**src/rtl/alu_pkg.sv**
```systemverilog
// alu_pkg: opcode constants and FSM state encoding shared by the ALU arbiter
package alu_pkg;
  localparam logic [1:0] OP_ADD = 2'b00;
  localparam logic [1:0] OP_SUB = 2'b01;
  localparam logic [1:0] OP_MUL = 2'b10;
  localparam logic [1:0] OP_DIV = 2'b11;
  typedef enum logic [2:0] {
    IDLE, START, LOAD_A, LOAD_B, LOAD_C, WAIT, RES_HI, DONE
  } state_t;
endpackage

```
**src/rtl/alu_arbiter_if.sv**
```systemverilog
// alu_arbiter_if: byte-serial link between the arbiter and the shared ALU
interface alu_arbiter_if;
  logic [1:0] alu_op;
  logic [7:0] alu_in;
  logic       alu_begin;
  logic [7:0] alu_out;
  logic       alu_end;
  modport master (output alu_op, alu_in, alu_begin, input alu_out, alu_end);
  modport slave (input alu_op, alu_in, alu_begin, output alu_out, alu_end);
endinterface

```
**src/rtl/rr_arb2.sv**
```systemverilog
// rr_arb2: two-way round-robin grant; a tie goes to the side not served last
module rr_arb2 (
  input  logic       clk,
  input  logic       rst,
  input  logic [1:0] req,
  input  logic       advance,
  output logic [1:0] grant
);
  logic last_q, last_d;
  always_comb begin
    grant = req == 2'b11 ? (last_q ? 2'b01 : 2'b10) : req;
    last_d = advance && |grant ? grant[1] : last_q;
  end
  // last_q resets to side 1 so that side 0 wins the first tie
  always_ff @(posedge clk or negedge rst) begin
    if (!rst) last_q <= 1'b1;
    else last_q <= last_d;
  end
endmodule

```
**src/rtl/alu_arbiter.sv**
```systemverilog
// alu_arbiter: shares one byte-serial ALU between two requesters with timeout abort
module alu_arbiter
  import alu_pkg::*;
#(
  parameter int TIMEOUT = 64,
  parameter int TW      = 7
) (
  input  logic        clk,
  input  logic        rst,
  input  logic        req0,
  input  logic        req1,
  input  logic [1:0]  op0,
  input  logic [1:0]  op1,
  input  logic [7:0]  a0,
  input  logic [7:0]  b0,
  input  logic [7:0]  c0,
  input  logic [7:0]  a1,
  input  logic [7:0]  b1,
  input  logic [7:0]  c1,
  output logic        done0,
  output logic        done1,
  output logic [15:0] res0,
  output logic [15:0] res1,
  output logic        err0,
  output logic        err1,
  output logic        busy,
  alu_arbiter_if.master alu
);
  state_t          state_q, state_d;
  logic            side_q, side_d, err_q, err_d;
  logic [1:0]      op_q, op_d;
  logic [7:0]      a_q, a_d, b_q, b_d, c_q, c_d;
  logic [TW-1:0]   cnt_q, cnt_d;
  logic [15:0]     res0_q, res0_d, res1_q, res1_d, res_cur, res_nxt;
  logic [1:0]      grant;
  logic            timeout;

  rr_arb2 u_rr (
    .clk     (clk),
    .rst     (rst),
    .req     ({req1, req0}),
    .advance (state_q == IDLE),
    .grant   (grant)
  );

  always_comb begin
    state_d = state_q;
    side_d  = side_q;
    op_d    = op_q;
    a_d     = a_q;
    b_d     = b_q;
    c_d     = c_q;
    cnt_d   = cnt_q;
    err_d   = err_q;
    res0_d  = res0_q;
    res1_d  = res1_q;
    res_cur = side_q ? res1_q : res0_q;
    res_nxt = res_cur;
    timeout = cnt_q == TW'(TIMEOUT - 1);
    case (state_q)
      IDLE: if (|grant) begin
        side_d  = grant[1];
        op_d    = grant[1] ? op1 : op0;
        a_d     = grant[1] ? a1 : a0;
        b_d     = grant[1] ? b1 : b0;
        c_d     = grant[1] ? c1 : c0;
        err_d   = 1'b0;
        state_d = START;
      end
      START:  state_d = LOAD_A;
      LOAD_A: state_d = LOAD_B;
      LOAD_B: begin
        cnt_d   = '0;
        state_d = op_q == OP_DIV ? LOAD_C : WAIT;
      end
      LOAD_C: begin
        cnt_d   = '0;
        state_d = WAIT;
      end
      // op_q[1] marks mul/div, which return a second byte
      WAIT: if (alu.alu_end) begin
        res_nxt = {op_q[1] ? res_cur[15:8] : 8'h00, alu.alu_out};
        state_d = op_q[1] ? RES_HI : DONE;
      end else if (timeout) begin
        res_nxt = 16'hFFFF;
        err_d   = 1'b1;
        state_d = DONE;
      end else begin
        cnt_d = cnt_q + TW'(1);
      end
      RES_HI: begin
        res_nxt = {alu.alu_out, res_cur[7:0]};
        state_d = DONE;
      end
      default: state_d = IDLE;
    endcase
    if (side_q) res1_d = res_nxt;
    else res0_d = res_nxt;
  end

  always_ff @(posedge clk or negedge rst) begin
    if (!rst) begin
      state_q <= IDLE;
      side_q  <= 1'b0;
      op_q    <= '0;
      a_q     <= '0;
      b_q     <= '0;
      c_q     <= '0;
      cnt_q   <= '0;
      err_q   <= 1'b0;
      res0_q  <= '0;
      res1_q  <= '0;
    end else begin
      state_q <= state_d;
      side_q  <= side_d;
      op_q    <= op_d;
      a_q     <= a_d;
      b_q     <= b_d;
      c_q     <= c_d;
      cnt_q   <= cnt_d;
      err_q   <= err_d;
      res0_q  <= res0_d;
      res1_q  <= res1_d;
    end
  end

  always_comb begin
    busy          = state_q != IDLE;
    alu.alu_begin = state_q == START;
    alu.alu_op    = busy ? op_q : 2'b00;
    alu.alu_in    = state_q == LOAD_A ? a_q : state_q == LOAD_B ? b_q : state_q == LOAD_C ? c_q : 8'h00;
    done0         = state_q == DONE && !side_q;
    done1         = state_q == DONE && side_q;
    err0          = done0 && err_q;
    err1          = done1 && err_q;
    res0          = res0_q;
    res1          = res1_q;
  end
endmodule

```
**src/flat_wrapper.sv**
```systemverilog
// flat-port wrapper written by rule: the top's interface ports become plain ports
module alu_arbiter_flat import alu_pkg::*;
#(
  parameter int TIMEOUT = 64,
  parameter int TW      = 7
)
  (clk, rst, req0, req1, op0, op1, a0, b0, c0, a1, b1, c1, done0, done1, res0, res1, err0, err1, busy, alu_alu_op, alu_alu_in, alu_alu_begin, alu_alu_out, alu_alu_end);
  alu_arbiter_if alu_i ();
  input  logic clk;
  input  logic rst;
  input  logic req0;
  input  logic req1;
  input  logic [1:0] op0;
  input  logic [1:0] op1;
  input  logic [7:0] a0;
  input  logic [7:0] b0;
  input  logic [7:0] c0;
  input  logic [7:0] a1;
  input  logic [7:0] b1;
  input  logic [7:0] c1;
  output logic done0;
  output logic done1;
  output logic [15:0] res0;
  output logic [15:0] res1;
  output logic err0;
  output logic err1;
  output logic busy;
  output wire logic [$bits(alu_i.alu_op)-1:0] alu_alu_op;
  output wire logic [$bits(alu_i.alu_in)-1:0] alu_alu_in;
  output wire logic [$bits(alu_i.alu_begin)-1:0] alu_alu_begin;
  input wire logic [$bits(alu_i.alu_out)-1:0] alu_alu_out;
  input wire logic [$bits(alu_i.alu_end)-1:0] alu_alu_end;
  assign alu_alu_op = alu_i.alu_op;
  assign alu_alu_in = alu_i.alu_in;
  assign alu_alu_begin = alu_i.alu_begin;
  assign alu_i.alu_out = alu_alu_out;
  assign alu_i.alu_end = alu_alu_end;
  alu_arbiter #(.TIMEOUT(TIMEOUT), .TW(TW)) u_core (.clk(clk), .rst(rst), .req0(req0), .req1(req1), .op0(op0), .op1(op1), .a0(a0), .b0(b0), .c0(c0), .a1(a1), .b1(b1), .c1(c1), .done0(done0), .done1(done1), .res0(res0), .res1(res1), .err0(err0), .err1(err1), .busy(busy), .alu(alu_i));
endmodule
```
**config.mk**
```make
export PLATFORM = sky130hd
export DESIGN_NAME = alu_arbiter_flat
export DESIGN_NICKNAME = d
export VERILOG_FILES = /design/src/rtl/alu_pkg.sv /design/src/rtl/alu_arbiter_if.sv /design/src/rtl/rr_arb2.sv /design/src/rtl/alu_arbiter.sv /design/src/flat_wrapper.sv
export SDC_FILE = /design/constraint.sdc
export NUM_CORES = 1
export LEC_CHECK = 0
export CAP_MARGIN = 40
export CORE_ASPECT_RATIO = 1.25
export CORE_MARGIN = 3
export CORE_UTILIZATION = 50
export CTS_CLUSTER_DIAMETER = 40
export DETAILED_ROUTE_END_ITERATION = 10
export DONT_BUFFER_PORTS = 1
export PLACE_DENSITY = 0.64
export SLEW_MARGIN = 40
export SYNTH_ARGS = -nofsm -noshare
export SYNTH_HDL_FRONTEND = slang
export SYNTH_SLANG_ARGS = --single-unit
```
**constraint.sdc**
```tcl
create_clock -name clk -period 1.9 [get_ports clk]
set_input_delay 0.095 -clock clk [delete_from_list [all_inputs] [get_ports clk]]
set_output_delay 0.095 -clock clk [all_outputs]
set_load 0.05 [all_outputs]
```
==> impl_metrics.json, run 1 <==
{
  "status": "finished with violations",
  "failed_checks": "negative hold slack",
  "grt_remaining_overflow": 0,
  "r2r_cells": 5,
  "layout-drive-gt1-share": 0.156,
  "die_y_um": 97.1,
  "start_util": 0.528,
  "worstMarginPinSlew_ns": 0.554,
  "synth.top_cell.area_share": 0.528,
  "clock_latency_ns": 0.35,
  "cts.clk_slew.worst_paths_ns": 0.08,
  "internal_power_mw": 4.47,
  "yosysMostFrequentCell": "dfrtp_1",
  "min_period_ns": 1.88,
  "p_sw_frac": 0.478,
  "num_rows": 32,
  "max_cap_viol_count": 0,
  "finalClockSkew_ns": 0.0120,
  "slowest_delay_ns": 0.61,
  "synth_nets": 370,
  "reg2reg_from": "u_core.u_rr.last_q$_DFFE_PN1P_",
  "start_kind": "input port",
  "dpl_cell_area_um2": 3680,
  "fp.dieW_um": 78.9,
  "worstSetupStartpoint": "req0",
  "endpoint_kind": "flop",
  "gp_congestion": 0.820,
  "utilization": 0.732,
  "vias": 2741,
  "io_pins": 113,
  "report.final.slew_viol_count": 0,
  "critPathMaxFanout": 6,
  "fill_cells": 425,
  "fmax_ghz": 0.533,
  "crit_family": "buffers and inverters",
  "switchingPower_mw": 4.09,
  "h-tree-depth": 3,
  "synth_seq_area_share": 0.535,
  "r2r-end": "u_core.op_q[1]$_DFFE_PN0P_",
  "coreArea_um2": 6290,
  "finalSetupViolations": 0,
  "port_buffers": 0,
  "comb_power_share": 0.395,
  "synthTopCellsByCount": "dfrtp_1 (70), a21oi_1 (38), mux2i_1 (34), nor2_1 (34)",
  "synth_top_cell_by_area": "dfrtp_1",
  "antennaDiodeCount": 0,
  "vias_per_cell": 5.77,
  "p_per_area_nw_per_um2": 1860,
  "relSlewSlack": 0.629,
  "post_synth.cell_area_avg_um2": 10.9,
  "synth_area_leaders": "dfrtp_1 (53%), mux2i_1 (10%), a21oi_1 (5.7%)",
  "cts.root.buffer_cell": "clkbuf_8",
  "yosys_warnings": 0,
  "r2r_setup_slack_ns": 0.03,
  "cpMostUsedCell": "dlygate4sd3_1",
  "ys_ff_latch": 71,
  "antenna_left": 0,
  "drc": 0,
  "final_area_um2": 4600,
  "grt_max_degree": 72,
  "wl_um": 8950,
  "grt_util_all_layers": 0.241,
  "antenna_found_initial": 0,
  "syn-cell-area_um2": 3320,
  "path_cells": "dlygate4sd3_1, a21boi_4, clkbuf_16, mux2i_1, dlygate4sd3_1, a21oi_1",
  "die_area_um2": 7660,
  "critPathKind": "in -> reg",
  "hold_class": "in -> reg",
  "ir_drop_uv": 1300,
  "dp_worst_setup_slack_ns": 0.172,
  "cts_buffers": 9,
  "finalNetCount": 451,
  "areaGrowthSynthToFinish_pct": 38.6,
  "first_global_vias": 2839,
  "seqPwrFrac": 0.443,
  "cts_tree": "built",
  "critical_path_required_ns": 2.12,
  "cts_sinks": 71,
  "post-route-period-util": 0.987,
  "p_leak_nw": 2.01,
  "crit_arrival_ns": 2.10,
  "synth_cell_type_count": 45,
  "hold_violations": 2,
  "first_iter_violations": 141,
  "critical_path.slowest_cell": "dlygate4sd3_1",
  "grt_pass1_wl_um": 14400,
  "crit_buf_inv": 3,
  "synth_edf_count": 0,
  "dominantRegCellSynth": "dfrtp_1",
  "setup_slack_ns": 0.0240,
  "cts_buffer_depth": 2,
  "async_flop_share": 1.00,
  "drtPass1Iterations": 4,
  "p_clk_frac": 0.161,
  "path_depth": 6,
  "hold-worst-slack_ns": -0.0249,
  "dp_hpwl_um": 5170,
  "syn_inst": 304,
  "tns_ns": 0,
  "wire_per_inst_um": 18.8,
  "cp-endpoint": "u_core.op_q[1]$_DFFE_PN0P_"
}
-- timing repair --
| action | in CTS | in global routing |
|---|---|---|
| setup buffers | 0 | 3 |
| hold buffers | 58 | 0 |
| cloned | 0 | 2 |
| pin swaps | 0 | 1 |
| setup endpoints to repair | 8 | 15 |
| resized for setup | 2 | 13 |
| hold endpoints to repair | 127 | 0 |
-- power groups by stage --
stage	registers, mW	clock network [mW]	logic (mW)
floorplan	3.56	0	2.18
global placement	3.79	0	2.97
detailed placement	3.82	0	3.02
CTS	3.80	1.39	3.26
global route	3.88	1.47	3.65
finish	3.80	1.38	3.39
-- how the worst min path moves through the flow --
stage | endpoint | slack [ns] | cells past startpoint | start
detailed placement | u_core.cnt_q[2]$_DFFE_PN0P_ | -0.20 | 0 | rst
floorplan | u_core.a_q[0]$_DFFE_PN0P_ | -0.20 | 0 | rst
finish | u_core.b_q[6]$_DFFE_PN0P_ | -0.02 | 2 | b1[6]
CTS | u_core.b_q[6]$_DFFE_PN0P_ | 0.001 | 2 | b1[6]
global route | u_core.b_q[6]$_DFFE_PN0P_ | 0.009 | 2 | b1[6]
global placement | u_core.cnt_q[4]$_DFFE_PN0P_ | -0.20 | 0 | rst
-- placed cells by master, fill, tap and decap left out, drive strengths merged, types with 5 or more instances in the layout --
cell and n:
and2 5, nand2 14, mux2i 34, o2bb2ai 16
nor2 35, clkbuf 11, dlymetal6s4s 8, dfrtp 70
nand3 6, o22a 16, o21ai 14, a21oi 38
dlygate4sd3 48, inv 7, buf 26
-- cell type report --
class                           instances  area, um^2  share of cell area
Clock buffer                            9         124              0.0269
Timing Repair Buffer                   84         996               0.216
Tap cell                               85         106              0.0231
Inverter                                5        21.3             0.00462
Clock inverter                          7         104              0.0226
Sequential cell                        71        1780               0.387
Multi-Input combinational cell        214        1470               0.319
-- layer usage --
metal,share of wire,global-route usage
met3,0.064,0.0612
met4,0.027,0.0939
met1,0.37,0.280
met2,0.53,0.419
met5,0,0
-- state kept, by name, indices dropped and copies added, names as in the netlist, 2 cells and up --
register,cells
u_core.cnt_q,7
u_core.res0,16
u_core.state_q,3
u_core.res1,16
u_core.op_q,2
u_core.a_q,8
u_core.c_q,8
u_core.b_q,8
-- through the flow --
stage | hold slack, ns | std cells | power, mW
2_1_floorplan | -0.201 | 304 | 5.74
3_3_place_gp | -0.198 | 397 | 6.76
3_5_place_dp | -0.197 | 397 | 6.84
6_report | -0.0249 | 475 | 8.56
5_1_grt | 0.00882 | 475 | 9.00
4_1_cts | 0.00146 | 471 | 8.44
-- logic make-up (layout without fill, tap and decap cells) --
kind of cell | after synthesis | count (layout) | synth area share
buffers and inverters | 19 | 105 | 0.0298
multiplexers | 34 | 34 | 0.102
AND/OR/NAND/NOR | 81 | 81 | 0.129
XOR/XNOR | 3 | 3 | 0.00791
adder cells (fa/ha/maj) | 1 | 1 | 0.00377
AO/OA/AOI/OAI | 95 | 95 | 0.192
flip-flops | 71 | 71 | 0.535
No activity file was read; power rests on OpenSTA's default activity.
==> run 2, diff against run 1 <==
--- a/config.mk
+++ b/config.mk
@@ -13,6 +13,7 @@
 export DETAILED_ROUTE_END_ITERATION = 10
 export DONT_BUFFER_PORTS = 1
 export PLACE_DENSITY = 0.64
+export REMOVE_ABC_BUFFERS = 1
 export SLEW_MARGIN = 40
 export SYNTH_ARGS = -nofsm -noshare
 export SYNTH_HDL_FRONTEND = slang
==> run 2 against run 1 <==
  * The flow finishes with violations (negative setup slack)
  * Highest routed layer unchanged
  * Global-route usage increased by 0.21 points
  * Cell count grew 1.5%
  * Routed wire length up 5.3%
  * Cell area grew 1.7%
  * Clock power fell by 12%
  * Critical endpoint is now u_core.op_q[0]$_DFFE_PN0P_
  * Total power rose by 1.5%
  * Flip-flop and latch count is the same
  * Critical path depth unchanged
  * Core utilization is 1.2 points higher
  * Register-to-register slack worse by 0.05 ns
  * Count of clock-buffer cells in the layout increased by 2
==> impl_metrics.json, run 2 (synthesized netlist as in run 1, its figures left out) <==
{
  "status": "finished with violations",
  "failed_checks": "negative setup slack",
  "fp.dieW_um": 78.9,
  "relSlewSlack": 0.640,
  "critical_path_required_ns": 2.12,
  "antenna_left": 0,
  "vias": 2788,
  "grt_pass1_wl_um": 14500,
  "start_util": 0.528,
  "antenna_found_initial": 0,
  "coreArea_um2": 6290,
  "crit_buf_inv": 3,
  "grt_remaining_overflow": 0,
  "wire_per_inst_um": 19.5,
  "die_y_um": 97.1,
  "min_period_ns": 1.93,
  "finalNetCount": 458,
  "gp_congestion": 0.798,
  "cts.clk_slew.worst_paths_ns": 0.08,
  "final_cell_mix": "dfrtp_1 (67), dlygate4sd3_1 (59), a21oi_1 (38), nor2_1 (34), mux2i_1 (33)",
  "start_kind": "input port",
  "drtPass1Iterations": 4,
  "h-tree-depth": 3,
  "slowest_delay_ns": 0.61,
  "dp_hpwl_um": 5320,
  "wl_um": 9420,
  "port_buffers": 0,
  "p_leak_nw": 1.99,
  "fin_total_pwr_mw": 8.69,
  "dpl.cell_count": 399,
  "cpMostUsedCell": "dlygate4sd3_1",
  "crit_family": "buffers and inverters",
  "ir_drop_uv": 1060,
  "final_common_cell": "dfrtp_1",
  "finalClockSkew_ns": 0.00901,
  "endpoint_kind": "flop",
  "cts_buffer_depth": 2,
  "hold_violations": 0,
  "critPathKind": "in -> reg",
  "report.final.slew_viol_count": 0,
  "grt_max_degree": 72,
  "clock_latency_ns": 0.34,
  "drc": 0,
  "vias_per_cell": 5.78,
  "num_rows": 32,
  "grt_util_all_layers": 0.243,
  "first_global_vias": 2910,
  "worstMarginPinSlew_ns": 0.537,
  "cts_buffers": 9,
  "post-route-period-util": 1.02,
  "cts.root.buffer_cell": "clkbuf_8",
  "critical_path.slowest_cell": "dlygate4sd3_1",
  "r2r_setup_slack_ns": -0.02,
  "fmax_ghz": 0.517,
  "first_iter_violations": 146,
  "die_area_um2": 7660,
  "grt_setup_unrepaired": "yes",
  "path_cells": "dlygate4sd3_1, a21boi_4, buf_12, mux2i_1, dlygate4sd3_1, a21oi_1",
  "io_pins": 113,
  "antennaDiodeCount": 0,
  "cts_sinks": 71,
  "hold_class": "in -> reg",
  "areaGrowthSynthToFinish_pct": 40.9,
  "p_per_area_nw_per_um2": 1860,
  "crit_arrival_ns": 2.15,
  "tns_ns": -0.0347,
  "critPathMaxFanout": 13,
  "fin_cells": 482,
  "layout-drive-gt1-share": 0.171,
  "setup_slack_ns": -0.0336,
  "cts_tree": "built",
  "finalSetupViolations": 2,
  "max_cap_viol_count": 0
}
run 2: cell types whose count changed in the layout (fill, tap and decap cells not counted), sizes merged:
cell          previous run  this run
dlymetal6s4s             8         3
inv                      7         4
clkinv                   3         2
dlygate4sd3             48        59
bufinv                   2         1
clkbuf                  11        12
clkinvlp                 0         3
buf                     26        28
run 2: final timing paths:
kind                                                startpoint                             end  cells past startpoint
worst min-delay path                            alu_alu_out[7]     u_core.res0[15]$_DFFE_PN0N_                      2
worst min register to register     u_core.cnt_q[0]$_DFFE_PN0P_     u_core.cnt_q[0]$_DFFE_PN0P_                      1
worst max-delay path                                      req0      u_core.op_q[0]$_DFFE_PN0P_                      6
min in group asynchronous                                  rst      u_core.res0[1]$_DFFE_PN0N_                      2
max in group asynchronous                                  rst  u_core.u_rr.last_q$_DFFE_PN1P_                      2
worst max register to register  u_core.u_rr.last_q$_DFFE_PN1P_      u_core.op_q[0]$_DFFE_PN0P_                      5
run 2: final cells by class:
| cell class | count | area (um^2) |
|---|---|---|
| clock buffer | 11 | 141 |
| clock inverter | 5 | 57.6 |
| fill | 408 | 1610 |
| inverter | 5 | 21.3 |
| multi-input combinational | 214 | 1510 |
| sequential | 71 | 1780 |
| tap | 85 | 106 |
| timing repair buffer | 91 | 1070 |
run 2: report_power, final:
group,switching (mW),internal (mW),leakage (nW)
logic,2.02,1.68,1.06
registers,1.62,2.16,0.837
clock network,0.578,0.640,0.0916
total,4.21,4.48,1.99
run 2: routing by layer:
metal,global-route usage,wire (um),up-vias
li1,-,-,1281
met1,0.279,3570,1359
met2,0.415,4890,135
met3,0.0798,791,13
met4,0.0913,167,0
met5,0,0,-
run 2: per-stage QoR:
step | util | cell area [um^2] | hold WS (ns) | worst slack (ns)
3_3_place_gp | 0.589 | 3700 | -0.199 | 0.206
2_1_floorplan | - | 3240 | -0.201 | -1.85
3_5_place_dp | 0.589 | 3700 | -0.199 | 0.186
5_1_grt | 0.744 | 4680 | 0.0140 | -0.0551
4_1_cts | 0.728 | 4580 | 0.00639 | 0.00925
6_report | 0.744 | 4680 | 0.0142 | -0.0336
run 2: repair_timing:
item / CTS / global route
setup endpoints to repair: 8 / 31
gates resized for setup: 4 / 20
setup buffers: 1 / 2
gates cloned: 0 / 1
hold endpoints to repair: 128 / 0
hold buffers: 63 / 0
pin swaps: 0 / 2
run 2: worst reg2reg max path: cells and delay by family (launching register included):
kind	cells	cell delay (ns)
compound gates	2	0.34
flops	1	0.40
buf+inv	2	0.80
mux	1	0.26
